**config.mk**
```make
export PLATFORM = sky130hd
export DESIGN_NAME = memory_access_sequencer
export DESIGN_NICKNAME = d
export VERILOG_FILES = /design/src/rtl/memory_access_sequencer.sv
export SDC_FILE = /design/constraint.sdc
export NUM_CORES = 1
export LEC_CHECK = 0
export ABC_AREA = 0
export CAP_MARGIN = 40
export CORE_MARGIN = 2
export CORE_UTILIZATION = 40
export CTS_BUF_LIST = sky130_fd_sc_hd__clkbuf_8 sky130_fd_sc_hd__clkbuf_16
export CTS_CLUSTER_SIZE = 12
export DETAILED_ROUTE_END_ITERATION = 8
export GPL_TIMING_DRIVEN = 0
export PLACE_DENSITY_LB_ADDON = 0.05
export SETUP_SLACK_MARGIN = 0.3
export SLEW_MARGIN = 40
export SYNTH_ARGS = -nofsm -noshare
export SYNTH_HDL_FRONTEND = slang
export SYNTH_SLANG_ARGS = --single-unit
export TNS_END_PERCENT = 10
```
**constraint.sdc**
```tcl
create_clock -name clock -period 2.8 [get_ports clock]
set_input_delay 0.56 -clock clock [delete_from_list [all_inputs] [get_ports clock]]
set_output_delay 0.56 -clock clock [all_outputs]
set_load 0.005 [all_outputs]
```
**src/rtl/memory_access_sequencer.sv**
```systemverilog
// Sequences one data-RAM transaction per request: lane steering for writes,
// right-aligned read-back after the RAM latency, fault on misaligned/out-of-range.
//   state   | meaning
//   S_IDLE  | waiting for start; latches request and checks it
//   S_ISSUE | RAM strobe cycle (ram_en high)
//   S_WAIT  | read latency countdown, captures ram_rdata at terminal count
//   S_DONE  | done pulse, back to idle
//   S_FAULT | done + fault pulse, no RAM access
module memory_access_sequencer #(
  parameter int ADDR_WIDTH   = 12,
  parameter int READ_LATENCY = 1
) (
  input  logic                  clock,
  input  logic                  reset,
  input  logic                  start,
  input  logic [2:0]            control,
  input  logic [31:0]           Address,
  input  logic [7:0]            DataWriteByte3,
  input  logic [7:0]            DataWriteByte2,
  input  logic [7:0]            DataWriteByte1,
  input  logic [7:0]            DataWriteByte0,
  output logic [31:0]           Read,
  output logic                  busy,
  output logic                  done,
  output logic                  fault,
  output logic                  ram_en,
  output logic [3:0]            ram_we,
  output logic [ADDR_WIDTH-1:0] ram_addr,
  output logic [31:0]           ram_wdata,
  input  logic [31:0]           ram_rdata
);

  typedef enum logic [2:0] {S_IDLE, S_ISSUE, S_WAIT, S_DONE, S_FAULT} state_t;

  state_t     r_state;
  logic [2:0] r_ctrl;
  logic [1:0] r_k;
  logic [1:0] r_wait;

  logic        w_is_write, w_is_read, w_is_half, w_is_word;
  logic        w_reject;
  logic [3:0]  w_we;
  logic [31:0] w_wdata;
  logic [31:0] w_shifted;
  logic [31:0] w_rd_data;

  always_comb begin
    w_is_write = (control == 3'd1) || (control == 3'd2) || (control == 3'd3);
    w_is_read  = (control == 3'd4) || (control == 3'd5) || (control == 3'd6);
    w_is_half  = (control == 3'd3) || (control == 3'd5);
    w_is_word  = (control == 3'd2) || (control == 3'd6);
    // Upper address bits beyond the RAM window must be zero.
    w_reject   = (w_is_half && Address[0]) || (w_is_word && (Address[1:0] != 2'b00)) ||
                 ((Address >> (ADDR_WIDTH + 2)) != 32'd0);
    w_we       = 4'b0000;
    w_wdata    = 32'd0;
    case (control)
      3'd1: begin
        w_we    = 4'(4'b0001 << Address[1:0]);
        w_wdata = {4{DataWriteByte0}};
      end
      3'd3: begin
        w_we    = 4'(4'b0011 << Address[1:0]);
        w_wdata = {2{DataWriteByte1, DataWriteByte0}};
      end
      3'd2: begin
        w_we    = 4'b1111;
        w_wdata = {DataWriteByte3, DataWriteByte2, DataWriteByte1, DataWriteByte0};
      end
      default: ;
    endcase
    w_shifted = ram_rdata >> {r_k, 3'b000};
    case (r_ctrl)
      3'd4:    w_rd_data = {24'h0, w_shifted[7:0]};
      3'd5:    w_rd_data = {16'h0, w_shifted[15:0]};
      default: w_rd_data = w_shifted;
    endcase
  end

  always_ff @(posedge clock or posedge reset) begin
    if (reset) begin
      r_state   <= S_IDLE;
      r_ctrl    <= 3'd0;
      r_k       <= 2'd0;
      r_wait    <= 2'd0;
      Read      <= 32'd0;
      busy      <= 1'b0;
      done      <= 1'b0;
      fault     <= 1'b0;
      ram_en    <= 1'b0;
      ram_we    <= 4'b0000;
      ram_addr  <= '0;
      ram_wdata <= 32'd0;
    end else begin
      done   <= 1'b0;
      fault  <= 1'b0;
      ram_en <= 1'b0;
      ram_we <= 4'b0000;
      case (r_state)
        S_IDLE: begin
          if (start) begin
            r_ctrl <= control;
            r_k    <= Address[1:0];
            busy   <= 1'b1;
            if (!(w_is_write || w_is_read)) begin
              r_state <= S_DONE;
              done    <= 1'b1;
            end else if (w_reject) begin
              r_state <= S_FAULT;
              done    <= 1'b1;
              fault   <= 1'b1;
            end else begin
              r_state  <= S_ISSUE;
              ram_en   <= 1'b1;
              ram_we   <= w_we;
              ram_addr <= Address[ADDR_WIDTH+1:2];
              if (w_is_write) ram_wdata <= w_wdata;
            end
          end
        end
        S_ISSUE: begin
          if (r_ctrl[2]) begin
            r_state <= S_WAIT;
            r_wait  <= 2'(READ_LATENCY - 1);
          end else begin
            r_state <= S_DONE;
            done    <= 1'b1;
          end
        end
        S_WAIT: begin
          if (r_wait == 2'd0) begin
            Read    <= w_rd_data;
            r_state <= S_DONE;
            done    <= 1'b1;
          end else begin
            r_wait <= r_wait - 2'd1;
          end
        end
        S_DONE, S_FAULT: begin
          r_state <= S_IDLE;
          busy    <= 1'b0;
        end
        default: r_state <= S_IDLE;
      endcase
    end
  end

endmodule
```
==> flow_summary.json <==
{
  "track_usage_pct": 22.0,
  "endpoint_kind": "register",
  "wirelength_um": 13300,
  "rows": 39,
  "synth_area_leader_cell": "dfrtp_1",
  "synth_nets": 479,
  "synthDominantCellAreaShare_pct": 50.5,
  "antenna_left": 0,
  "drc": 0,
  "tightest_slew_ns": 0.666,
  "syn_avg_cell_area_um2": 12.4,
  "cp-startpoint": "Address[25]",
  "cts_inserted_buffers": 9,
  "cts_num_sinks": 94,
  "hold_viol": 0,
  "rsz0062_at_grt": "no",
  "clock_latency_ns": 0.35,
  "crit_path_start_kind": "input pin",
  "worstPathMaxFanout": 10,
  "multi_input_area_mm2": 0.00216,
  "cp.required_ns": 3.03,
  "nFillCells": 946,
  "synth.area.top_cells": "dfrtp_1 (50%), mux2_4 (9.7%), mux2_2 (8.0%)",
  "post-route-min-period_ns": 2.38,
  "setup_viol_count_final": 0,
  "clock.fmax_mhz": 420,
  "synth_top_family_by_area": "multiplexers",
  "final_common_cell": "clkdlybuf4s50_1",
  "syn_inst": 376,
  "antenna_found_initial": 0,
  "r2r_start": "r_k[0]",
  "grt_pass1_vias": 3933,
  "overflow": 0,
  "regArea_mm2": 0.00235,
  "cp.arrival_ns": 2.61,
  "p_total_mw": 4.90,
  "htreeDepth": 3,
  "outcome": "completed",
  "grt_pass1_wl_um": 21400,
  "crit_path_cell_trace": "clkdlybuf4s50_1, nor4_4, o2111ai_4, nor4_4, buf_4, buf_6, mux2_4",
  "synthSimpleGateAreaFrac_pct": 8.89,
  "cts_tree": "built",
  "instances_no_fill": 723,
  "place_ws_ns": -0.130,
  "nets": 678,
  "relSlewSlack_pct": 55.6,
  "synthAdderAreaFrac_pct": 0.268,
  "dpl-instance-area_mm2": 0.00677,
  "hpwl_um": 10100,
  "postCtsHoldBufs": 0,
  "critPathSlowestCell": "clkdlybuf4s50_1",
  "syn_area_mm2": 0.00466,
  "vias": 3832,
  "final_cell_mix": "clkdlybuf4s50_1 (183), dfrtp_1 (94), a22o_1 (41), mux2_2 (33), mux2_4 (30)",
  "ios": 186,
  "dp_cells": 706,
  "cp_top_family": "buffers and inverters",
  "p_leak_nw": 3.08,
  "power_density_mw_per_mm2": 688,
  "critPathMaxStageDelay_ns": 0.44,
  "muxShareOfSynthArea_pct": 21.3,
  "drive_above_1_share_pct": 18.1,
  "crit_type": "in2reg",
  "grt_max_degree": 25,
  "synth_seq_area_share_pct": 50.5,
  "areaGrowthSynthToFinish_pct": 52.7,
  "antennaDiodeCount": 0,
  "die_y_um": 112,
  "hold_path.class": "in2async",
  "final_cell_area_mm2": 0.00712,
  "synth-warning-count": 0,
  "drv_slew": 0,
  "synth_xor_xnor_area_share_pct": 0.376,
  "ys_ff_latch": 94,
  "synth_compound_area_share_pct": 14.8,
  "port-buffer-count": 183,
  "synth.distinct_cells": 49,
  "die_w_um": 112,
  "critPathBufInv": 3,
  "cts.path.max_buffers": 2,
  "detail_route.iter0.violations": 159,
  "cpMostUsedCell": "nor4_4",
  "cap_violations": 0,
  "firstDrtPassIters": 5,
  "wire_per_inst_um": 18.4,
  "initial_core_util_pct": 40.8,
  "setup_ws_ns": 0.416,
  "clk_pin_slew_ns": 0.06,
  "fin_skew_ns": 0.00494,
  "core_area_mm2": 0.0114,
  "finalCritPeriodShare_pct": 85.1,
  "gp_congestion": 0.893,
  "clockRootBuffer": "clkbuf_16",
  "via_per_inst": 5.30,
  "vdd_drop_max_mv": 0.468,
  "dieArea_mm2": 0.0125
}
## worst reg2reg max path, cell delays in order, from the launching register on
cell      delay (ns)
dfrtp_1         0.32
clkbuf_1        0.31
buf_2           0.35
buf_2           0.36
mux2i_1         0.41
a21oi_1         0.16
mux2_2          0.29
## logic make-up after synthesis
family,after synthesis
muxes,80
xor gates and xnor gates,2
and+or+nand+nor,67
buffers and inverters,38
adders and majority gates,1
DFF,94
AOI/OAI and AO/OA,94
## synth_stat cells (all sizes together)
| library cell | instances |
|---|---|
| a211oi | 9 |
| a21boi | 1 |
| a21oi | 11 |
| a221oi | 1 |
| a22o | 41 |
| a31oi | 1 |
| and2 | 1 |
| and3 | 2 |
| and4b | 1 |
| buf | 12 |
| clkbuf | 18 |
| dfrtp | 94 |
| ha | 1 |
| inv | 8 |
| mux2 | 64 |
| mux2i | 16 |
| nand2 | 21 |
| nand2b | 1 |
| nand3 | 2 |
| nand4bb | 1 |
| nor2 | 8 |
| nor2b | 14 |
| nor3 | 3 |
| nor4 | 6 |
| nor4b | 2 |
| o2111ai | 1 |
| o211a | 1 |
| o211ai | 1 |
| o21ai | 23 |
| o22ai | 1 |
| o2bb2a | 1 |
| o2bb2ai | 1 |
| o311a | 1 |
| or3 | 3 |
| or3b | 1 |
| or4 | 1 |
| xnor2 | 2 |
## per-stage QoR
stage	TNS (ns)	hold slack [ns]	util [%]
after floorplan	0	0.473	-
after global placement	-2.78	0.468	58.5
after detailed placement	-3.31	0.479	59.3
after CTS	0	0.476	61.9
after global routing	0	0.495	62.3
final	0	0.481	62.3
## state kept, by name, indices dropped and copies added (netlist names)
name and flops:
fault 1, r_state 3, done 1, r_ctrl 3
ram_addr 12, ram_we 4, Read 32, busy 1
r_k 2, ram_wdata 32, r_wait 2, ram_en 1
## where the power goes
part	leakage, nW	switching, mW	internal, mW	total, mW
combinational	1.67	0.925	0.993	1.92
sequential	1.26	0.125	1.61	1.73
clock	0.154	0.512	0.733	1.25
## metal layers
layer  vias to the layer above  part of all wire, %  GRT usage (%)
li1                       1786                    -              -
met5                         -                    0              0
met1                      1887                   43           28.7
met4                         0                  2.4           7.89
met2                       132                   47           34.4
met3                        27                  7.3           7.24
## final timing paths
kind,end,slack (ns),cells after the start
max in group asynchronous,ram_we[2],1.74,4
worst min-delay path,Read[9],0.48,2
worst max register to register,Read[1],0.48,6
worst min register to register,ram_addr[6],0.49,1
min in group clock,ram_addr[6],0.49,1
worst max-delay path,ram_wdata[0],0.42,7
## area by class of cell
cell class	count	area share, %
clock inverters	5	0.703
well taps	143	2.51
clock buffers	11	3.55
flip-flops and latches	94	33.1
plain buffers	30	2.09
repair buffers	188	27.2
inverters	8	0.475
multi-input cells	244	30.4
## what timing repair did
| item | 4_1_cts | 5_1_grt |
|---|---|---|
| setup endpoints to repair | 30 | 39 |
| pin swaps | 1 | 1 |
| resized for setup | 0 | 4 |
| buffers inserted | 0 | 1 |
Power figures use the tool's default switching activity.
